[src/rtl/q_sweep_scheduler_pkg.sv]
// Shared types and constants for the q-sweep scheduler: FSM encoding, H matrix geometry,
// q index width and a helper giving the most positive signed value of a given width.
package q_sweep_scheduler_pkg;

   localparam int DATA_W     = 32;
   localparam int MATRIX_DIM = 4;
   localparam int H_ELEMS    = MATRIX_DIM * MATRIX_DIM;
   localparam int ELEM_AW    = $clog2(H_ELEMS);
   localparam int QIDX_W     = 4;

   typedef enum logic [2:0] {
      IDLE,
      CAPTURE,
      ISSUE,
      FEED,
      WAIT,
      NEXT,
      DONE
   } state_t;

   // Seed value for the running minimum, so the first real Dh always wins.
   function automatic logic [63:0] signed_max(input int w);
      return (64'd1 << (w - 1)) - 64'd1;
   endfunction

endpackage

[src/rtl/q_sweep_scheduler_if.sv]
// Bundle of the sweep control, H source stream, calc-block and result signals.
// The scheduler uses the master view; its environment uses the slave view.
interface q_sweep_scheduler_if #(
   parameter int N = q_sweep_scheduler_pkg::DATA_W
);
   logic                sweep_start;
   logic                sweep_busy;
   logic                sweep_done;
   logic                h_src_valid;
   logic                h_src_ready;
   logic [N-1:0]        h_src_r;
   logic [N-1:0]        h_src_i;
   logic                start_new_q;
   logic [3:0]          q_index;
   logic                H_in_valid;
   logic [N-1:0]        H_in_r;
   logic [N-1:0]        H_in_i;
   logic                q_calc_done;
   logic signed [N-1:0] Dh_in;
   logic                Dh_in_valid;
   logic [3:0]          best_q;
   logic signed [N-1:0] best_dh;
   logic                err_overrun;

   modport master (
      input  sweep_start, h_src_valid, h_src_r, h_src_i, q_calc_done, Dh_in, Dh_in_valid,
      output sweep_busy, sweep_done, h_src_ready, start_new_q, q_index,
             H_in_valid, H_in_r, H_in_i, best_q, best_dh, err_overrun
   );

   modport slave (
      output sweep_start, h_src_valid, h_src_r, h_src_i, q_calc_done, Dh_in, Dh_in_valid,
      input  sweep_busy, sweep_done, h_src_ready, start_new_q, q_index,
             H_in_valid, H_in_r, H_in_i, best_q, best_dh, err_overrun
   );
endinterface

[src/rtl/q_sweep_hbuf.sv]
// 16-entry complex H buffer: one write port for capture, one registered read port for replay.
module q_sweep_hbuf
   import q_sweep_scheduler_pkg::*;
#(
   parameter int N = DATA_W
) (
   input  logic               clk,
   input  logic               rst,
   input  logic               wr_en,
   input  logic [ELEM_AW-1:0] wr_addr,
   input  logic [N-1:0]       wr_r,
   input  logic [N-1:0]       wr_i,
   input  logic               rd_en,
   input  logic [ELEM_AW-1:0] rd_addr,
   output logic [N-1:0]       rd_r,
   output logic [N-1:0]       rd_i
);

   logic [N-1:0] mem_r [H_ELEMS];
   logic [N-1:0] mem_i [H_ELEMS];

   // Storage needs no reset: every entry is rewritten before a replay reads it.
   always_ff @(posedge clk) begin
      if (wr_en) begin
         mem_r[wr_addr] <= wr_r;
         mem_i[wr_addr] <= wr_i;
      end
   end

   always_ff @(posedge clk or posedge rst) begin
      if (rst) begin
         rd_r <= '0;
         rd_i <= '0;
      end else if (rd_en) begin
         rd_r <= mem_r[rd_addr];
         rd_i <= mem_i[rd_addr];
      end
   end

endmodule

[src/rtl/q_sweep_scheduler.sv]
// Sweeps every q index through the Hq/Dh calc block, replaying a captured H and tracking argmin Dh.
// Optional WAIT watchdog enabled by defining Q_SWEEP_WATCHDOG_EN.
module q_sweep_scheduler
   import q_sweep_scheduler_pkg::*;
#(
   parameter int N           = DATA_W,
   parameter int Q_NUM       = 16,
   parameter int DH_PER_Q    = 4,
   parameter int WDOG_CYCLES = 1024
) (
   input logic                 clk,
   input logic                 rst,
   q_sweep_scheduler_if.master bus
);

   localparam int                 DHC_W     = $clog2(DH_PER_Q + 1);
   localparam logic [ELEM_AW-1:0] LAST_ELEM = ELEM_AW'(H_ELEMS - 1);
   localparam logic [QIDX_W-1:0]  LAST_Q    = QIDX_W'(Q_NUM - 1);
   localparam logic [DHC_W-1:0]   DH_FULL   = DHC_W'(DH_PER_Q);
   localparam logic [DHC_W-1:0]   DH_LAST   = DHC_W'(DH_PER_Q - 1);
   localparam logic signed [N-1:0] DH_INIT  = N'(signed_max(N));

   state_t               state, next_state;
   logic [ELEM_AW-1:0]   cnt, rd_addr;
   logic [QIDX_W-1:0]    q, best_q;
   logic [DHC_W-1:0]     dh_cnt;
   logic                 done_seen;
   logic signed [N-1:0]  best_dh;
   logic                 err_overrun, sweep_busy, sweep_done, h_src_ready, start_new_q, H_in_valid;
   logic [N-1:0]         H_in_r, H_in_i;
   logic                 accept, cap_fire, collecting, dh_fire, dh_full, dh_accept;
   logic                 done_now, results_ok, wdog_expire, rd_en;

   assign accept     = (state == IDLE) && bus.sweep_start;
   assign cap_fire   = (state == CAPTURE) && bus.h_src_valid;
   assign collecting = (state == FEED) || (state == WAIT);
   assign dh_fire    = collecting && bus.Dh_in_valid;
   assign dh_full    = (dh_cnt == DH_FULL);
   assign dh_accept  = dh_fire && !dh_full;
   assign done_now   = done_seen || (collecting && bus.q_calc_done);
   assign results_ok = done_now && (dh_full || (dh_accept && dh_cnt == DH_LAST));

`ifdef Q_SWEEP_WATCHDOG_EN
   localparam int WD_W = $clog2(WDOG_CYCLES);
   logic [WD_W-1:0] wdog;

   assign wdog_expire = (state == WAIT) && !results_ok && (wdog == WD_W'(WDOG_CYCLES - 1));

   always_ff @(posedge clk or posedge rst) begin
      if (rst)                 wdog <= '0;
      else if (state == ISSUE) wdog <= '0;
      else if (state == WAIT)  wdog <= wdog + 1'b1;
   end
`else
   assign wdog_expire = 1'b0;
`endif

   always_ff @(posedge clk or posedge rst) begin
      if (rst) state <= IDLE;
      else     state <= next_state;
   end

   // Read address runs one element ahead so the registered buffer output lines up with H_in_valid.
   always_comb begin
      next_state = state;
      rd_en      = 1'b0;
      rd_addr    = '0;
      case (state)
         IDLE:    if (accept) next_state = CAPTURE;
         CAPTURE: if (cap_fire && cnt == LAST_ELEM) next_state = ISSUE;
         ISSUE:   next_state = FEED;
         FEED:    if (cnt == LAST_ELEM) next_state = WAIT;
         WAIT:    if (results_ok || wdog_expire) next_state = NEXT;
         NEXT:    next_state = (q == LAST_Q) ? DONE : ISSUE;
         DONE:    next_state = IDLE;
         default: next_state = IDLE;
      endcase
      rd_en = (next_state == FEED);
      if (state == FEED) rd_addr = cnt + 1'b1;
   end

   always_ff @(posedge clk or posedge rst) begin
      if (rst) begin
         sweep_busy  <= 1'b0;
         sweep_done  <= 1'b0;
         h_src_ready <= 1'b0;
         start_new_q <= 1'b0;
         H_in_valid  <= 1'b0;
         cnt         <= '0;
         q           <= '0;
      end else begin
         sweep_busy  <= next_state inside {CAPTURE, ISSUE, FEED, WAIT, NEXT};
         sweep_done  <= (next_state == DONE);
         h_src_ready <= (next_state == CAPTURE);
         start_new_q <= (next_state == ISSUE);
         H_in_valid  <= (next_state == FEED);
         if (accept || state == ISSUE)       cnt <= '0;
         else if (cap_fire || state == FEED) cnt <= cnt + 1'b1;
         if (accept)                             q <= '0;
         else if (state == NEXT && q != LAST_Q)  q <= q + 1'b1;
      end
   end

   // Per-q bookkeeping plus the running minimum; ties keep the earlier q.
   always_ff @(posedge clk or posedge rst) begin
      if (rst) begin
         dh_cnt      <= '0;
         done_seen   <= 1'b0;
         best_dh     <= DH_INIT;
         best_q      <= '0;
         err_overrun <= 1'b0;
      end else begin
         if (state == ISSUE) begin
            dh_cnt    <= '0;
            done_seen <= 1'b0;
         end else begin
            if (dh_accept)                       dh_cnt    <= dh_cnt + 1'b1;
            if (collecting && bus.q_calc_done)   done_seen <= 1'b1;
         end
         if (accept) begin
            best_dh <= DH_INIT;
            best_q  <= '0;
         end else if (dh_accept && (bus.Dh_in < best_dh)) begin
            best_dh <= bus.Dh_in;
            best_q  <= q;
         end
         if (accept)                                  err_overrun <= 1'b0;
         else if ((dh_fire && dh_full) || wdog_expire) err_overrun <= 1'b1;
      end
   end

   q_sweep_hbuf #(.N(N)) u_hbuf (
      .clk     (clk),
      .rst     (rst),
      .wr_en   (cap_fire),
      .wr_addr (cnt),
      .wr_r    (bus.h_src_r),
      .wr_i    (bus.h_src_i),
      .rd_en   (rd_en),
      .rd_addr (rd_addr),
      .rd_r    (H_in_r),
      .rd_i    (H_in_i)
   );

   assign bus.sweep_busy  = sweep_busy;
   assign bus.sweep_done  = sweep_done;
   assign bus.h_src_ready = h_src_ready;
   assign bus.start_new_q = start_new_q;
   assign bus.q_index     = q;
   assign bus.H_in_valid  = H_in_valid;
   assign bus.H_in_r      = H_in_r;
   assign bus.H_in_i      = H_in_i;
   assign bus.best_q      = best_q;
   assign bus.best_dh     = best_dh;
   assign bus.err_overrun = err_overrun;

endmodule

[src/flat_wrapper.sv]
// flat-port wrapper written by rule: the top's interface ports become plain ports
module q_sweep_scheduler_flat import q_sweep_scheduler_pkg::*;
#(
   parameter int N           = DATA_W,
   parameter int Q_NUM       = 16,
   parameter int DH_PER_Q    = 4,
   parameter int WDOG_CYCLES = 1024
)
  (clk, rst, bus_sweep_start, bus_h_src_valid, bus_h_src_r, bus_h_src_i, bus_q_calc_done, bus_Dh_in, bus_Dh_in_valid, bus_sweep_busy, bus_sweep_done, bus_h_src_ready, bus_start_new_q, bus_q_index, bus_H_in_valid, bus_H_in_r, bus_H_in_i, bus_best_q, bus_best_dh, bus_err_overrun);
  q_sweep_scheduler_if #(.N(N)) bus_i ();
  input logic clk;
  input logic rst;
  input wire logic [$bits(bus_i.sweep_start)-1:0] bus_sweep_start;
  input wire logic [$bits(bus_i.h_src_valid)-1:0] bus_h_src_valid;
  input wire logic [$bits(bus_i.h_src_r)-1:0] bus_h_src_r;
  input wire logic [$bits(bus_i.h_src_i)-1:0] bus_h_src_i;
  input wire logic [$bits(bus_i.q_calc_done)-1:0] bus_q_calc_done;
  input wire logic [$bits(bus_i.Dh_in)-1:0] bus_Dh_in;
  input wire logic [$bits(bus_i.Dh_in_valid)-1:0] bus_Dh_in_valid;
  output wire logic [$bits(bus_i.sweep_busy)-1:0] bus_sweep_busy;
  output wire logic [$bits(bus_i.sweep_done)-1:0] bus_sweep_done;
  output wire logic [$bits(bus_i.h_src_ready)-1:0] bus_h_src_ready;
  output wire logic [$bits(bus_i.start_new_q)-1:0] bus_start_new_q;
  output wire logic [$bits(bus_i.q_index)-1:0] bus_q_index;
  output wire logic [$bits(bus_i.H_in_valid)-1:0] bus_H_in_valid;
  output wire logic [$bits(bus_i.H_in_r)-1:0] bus_H_in_r;
  output wire logic [$bits(bus_i.H_in_i)-1:0] bus_H_in_i;
  output wire logic [$bits(bus_i.best_q)-1:0] bus_best_q;
  output wire logic [$bits(bus_i.best_dh)-1:0] bus_best_dh;
  output wire logic [$bits(bus_i.err_overrun)-1:0] bus_err_overrun;
  assign bus_i.sweep_start = bus_sweep_start;
  assign bus_i.h_src_valid = bus_h_src_valid;
  assign bus_i.h_src_r = bus_h_src_r;
  assign bus_i.h_src_i = bus_h_src_i;
  assign bus_i.q_calc_done = bus_q_calc_done;
  assign bus_i.Dh_in = bus_Dh_in;
  assign bus_i.Dh_in_valid = bus_Dh_in_valid;
  assign bus_sweep_busy = bus_i.sweep_busy;
  assign bus_sweep_done = bus_i.sweep_done;
  assign bus_h_src_ready = bus_i.h_src_ready;
  assign bus_start_new_q = bus_i.start_new_q;
  assign bus_q_index = bus_i.q_index;
  assign bus_H_in_valid = bus_i.H_in_valid;
  assign bus_H_in_r = bus_i.H_in_r;
  assign bus_H_in_i = bus_i.H_in_i;
  assign bus_best_q = bus_i.best_q;
  assign bus_best_dh = bus_i.best_dh;
  assign bus_err_overrun = bus_i.err_overrun;
  q_sweep_scheduler #(.N(N), .Q_NUM(Q_NUM), .DH_PER_Q(DH_PER_Q), .WDOG_CYCLES(WDOG_CYCLES)) u_core (.clk(clk), .rst(rst), .bus(bus_i));
endmodule
[config.mk]
export PLATFORM = sky130hd
export DESIGN_NAME = q_sweep_scheduler_flat
export DESIGN_NICKNAME = d
export VERILOG_FILES = /design/src/rtl/q_sweep_scheduler_pkg.sv /design/src/rtl/q_sweep_scheduler_if.sv /design/src/rtl/q_sweep_hbuf.sv /design/src/rtl/q_sweep_scheduler.sv /design/src/flat_wrapper.sv
export SDC_FILE = /design/constraint.sdc
export NUM_CORES = 2
export LEC_CHECK = 0
export CORE_MARGIN = 3
export CORE_UTILIZATION = 50
export CTS_CLUSTER_DIAMETER = 100
export CTS_CLUSTER_SIZE = 28
export DETAILED_ROUTE_END_ITERATION = 6
export PLACE_DENSITY = 0.74
export SYNTH_ARGS = -nofsm -noshare
export SYNTH_HDL_FRONTEND = slang
export SYNTH_SLANG_ARGS = --single-unit
[constraint.sdc]
create_clock -name clk -period 11.35 [get_ports clk]
set_clock_uncertainty 0.15 [all_clocks]
set_input_delay 2.27 -clock clk [delete_from_list [all_inputs] [get_ports clk]]
set_output_delay 2.27 -clock clk [all_outputs]
set_load 0.05 [all_outputs]
==> impl_results.md <==
* WS Path Type: in -> reg
* F_max at 0.213 GHz
* Synth top area cells: edfxtp_1 (68%), nand2_1 (5.2%), dfrtp_1 (5.0%)
* Dominant cell type by area after synthesis: edfxtp_1
* Grt met3 use at 2.81%
* Req. time, crit path at 11.75 ns
* CTS sink cnt at 1145
* Max_slew headroom at 20.8%
* Via density at 5.98
* HPWL Detailed at 55300 µm
* Final setup violation count at 0
* Register area share after synthesis at 74.9%
* Post-synth EDFFs at 1024
* Post-CTS Resized at 0
* Gate Count Post-Synth at 3069
* Ys async rst share at 10.6%
* Reg2reg setup slack at 6.67 ns
* Post-CTS Setup Inserts at 0
* Setup_tns at 0 ns
* Row count at 109
* Outcome: finished clean
* Clk root buf: clkbuf_16
* Post-Syn Area at 45100 µm²
* Tmin final at 4.69 ns
* Library cells used by synthesis at 56
* Synth top cells by count: edfxtp_1 (1024), nand2_1 (626), nand3_1 (295), clkbuf_1 (122), dfrtp_1 (90)
* Reg2reg end: u_core.u_hbuf.rd_r[27]
* CTS H-Tree Depth at 2
* Worst R2R Start: u_core.cnt[1]
* Hold EP: u_core.u_hbuf.rd_r[8]
* Crit share post-route at 41.4%
* Final core occ at 55.9%
* Critical Path AT at 5.09 ns
* Layout cell share with drive strength beyond 1 at 6.91%
* Final Max Tran Viols at 0
* Global placer's final weighted congestion at 0.780
* First-pass GRT wire length at 155000 µm
* Total gr overflow at 0
* Vias at 26200
* Core Footprint at 88900 µm²
* Static Leakage at 16.7 nW
* Pre-Repair DR Iteration Count at 6
* Hold path depth at 1
* RSZ-0062 raised after global routing: false
* Least-Margin Pin Slew at 1.19 ns
* Die height at 306 µm
* Synthesis-stage register bit count at 1145
* Crit Path Max Fanout at 46
* GR met2 Demand/Resource at 35.3%
* Hold_sp: u_core.u_hbuf.rd_r[8]
* # nets final at 3317
* Cell count of the worst reg-to-reg path at 9
* I/O Pins at 212
* Most used DFF post-synth: edfxtp_1
* Crit end category: register
* Area Overhead vs Synth at 10.1%
* Top-count cell post-synth: edfxtp_1
* Vias in the first global route at 25500
* Largest net degree at the start of global routing at 178
* Mean post-synth cell area at 14.7 µm²
* Power Density at 202 nW/µm²
* Number of nets still failing antenna checks after routing at 0
* Met1 global-route usage at 30.4%
* Initial DRC count at 3034
* Initial Util at 50.8%
* Syn nets at 3210
* Clk buf depth at 3
* Max cap viols at 0
* GRT busiest layer: met2
* Clk slew on worst S/H paths at 0.11 ns
* VDD IR max at 0.160 mV
* Die W at 306 µm
* Routed length per instance at 23.3 µm
* Antenna violations before repair at 5
* GR Util All Layers at 21.4%
* Final WL at 102000 µm
* CTS tree: built
* Clock Latency Late Sink at 0.64 ns
* Final Hold Viols at 0
* CTS buffer count at 47
* # hold bufs at CTS at 0
* # DRC at 0
* Hold crit path type: reg -> reg
* Area share of the largest cell type after synthesis at 68.1%
* YS warnings at 0
* I/O Buffers at 211
* Startpoint type of the worst setup path: input pin
* Die ar. at 93900 µm²
how the worst max path moves through the flow:
stage	startpoint	end
2_1_floorplan	rst	u_core.bus.H_in_valid
3_3_place_gp	bus_Dh_in[2]	u_core.bus.best_dh[21]
3_5_place_dp	bus_Dh_in[2]	u_core.bus.best_dh[5]
4_1_cts	bus_Dh_in[2]	u_core.bus.best_dh[8]
5_1_grt	u_core.state[0]	u_core.u_hbuf.rd_r[27]
6_report	bus_Dh_in[2]	u_core.bus.best_dh[8]
critical path, cell delays in order:
cell             delay [ns]
clkdlybuf4s50_1        0.42
ha_1                   0.30
a211o_1                0.29
a31oi_1                0.19
o221ai_1               0.14
a2111o_1               0.41
a2111oi_4              0.37
buf_4                  0.48
o21ai_1                0.11
o31ai_1                0.09
per-layer routing:
| layer | part of all wire (%) | vias to the layer above |
|---|---|---|
| met3 | 7.7 | 149 |
| li1 | - | 11800 |
| met5 | 0.017 | - |
| met4 | 2.5 | 2 |
| met2 | 48 | 1185 |
| met1 | 41 | 13100 |
registers in the layout (all words and copies together) (netlist names), 3 cells and up:
name / count
u_core.bus.best_dh: 32
u_core.bus.best_q: 4
u_core.bus.q_index: 4
u_core.cnt: 4
u_core.dh_cnt: 3
u_core.state: 3
u_core.u_hbuf.mem_i: 512
u_core.u_hbuf.mem_r: 512
u_core.u_hbuf.rd_i: 32
u_core.u_hbuf.rd_r: 32
metrics by stage:
stage	power [mW]	cell area, µm²	hold slack (ns)	setup WS (ns)	std cells
floorplan	7.13	45100	0.307	5.77	3069
finish	10.0	49700	0.332	6.66	4382
detailed placement	8.10	48300	0.315	5.99	4292
global placement	8.04	48300	0.308	6.02	4292
global route	10.4	49700	0.352	6.42	4382
CTS	10.1	49700	0.338	6.66	4379
final cells by class:
class | instances | area (µm²)
Antenna cell | 3 | 7.51
Clock buffer | 81 | 1300
Clock inverter | 6 | 68.8
Fill cell | 6830 | 39300
Inverter | 48 | 185
Multi-Input combinational cell | 1682 | 10400
Sequential cell | 1145 | 33800
Tap cell | 1165 | 1460
Timing Repair Buffer | 252 | 2460
report_power, final:
group	internal, mW	switching [mW]	total, mW
logic	0.848	1.83	2.68
clock network	0.805	1.23	2.04
registers	5.13	0.188	5.31
placed cells by master, fill, tap and decap left out, types with 21 or more instances in the layout:
cell type	instances
edfxtp_1	1024
nand2_1	624
nand3_1	295
clkdlybuf4s50_1	211
dfrtp_1	89
o21ai_1	70
mux2i_1	67
mux4_2	64
nor2_1	61
a21oi_1	56
a32oi_1	56
inv_1	47
clkbuf_16	47
a31oi_1	46
a21o_1	40
ha_1	39
a22oi_1	38
buf_4	38
clkbuf_1	34
o31ai_1	32
dfstp_2	31
and3_1	22
nor4_1	21
or3_1	21
o221ai_1	21
cells by family after synthesis:
| group | count (synthesis) | share of synthesized area (%) |
|---|---|---|
| multiplexers | 131 | 4.68 |
| AO/OA/AOI/OAI | 408 | 6.22 |
| flip-flops | 1145 | 74.9 |
| AND/OR/NAND/NOR | 1098 | 10.6 |
| XOR/XNOR | 6 | 0.116 |
| adder cells (fa/ha/maj) | 39 | 1.08 |
| buffers and inverters | 242 | 2.34 |
Power figures use the tool's default switching activity.
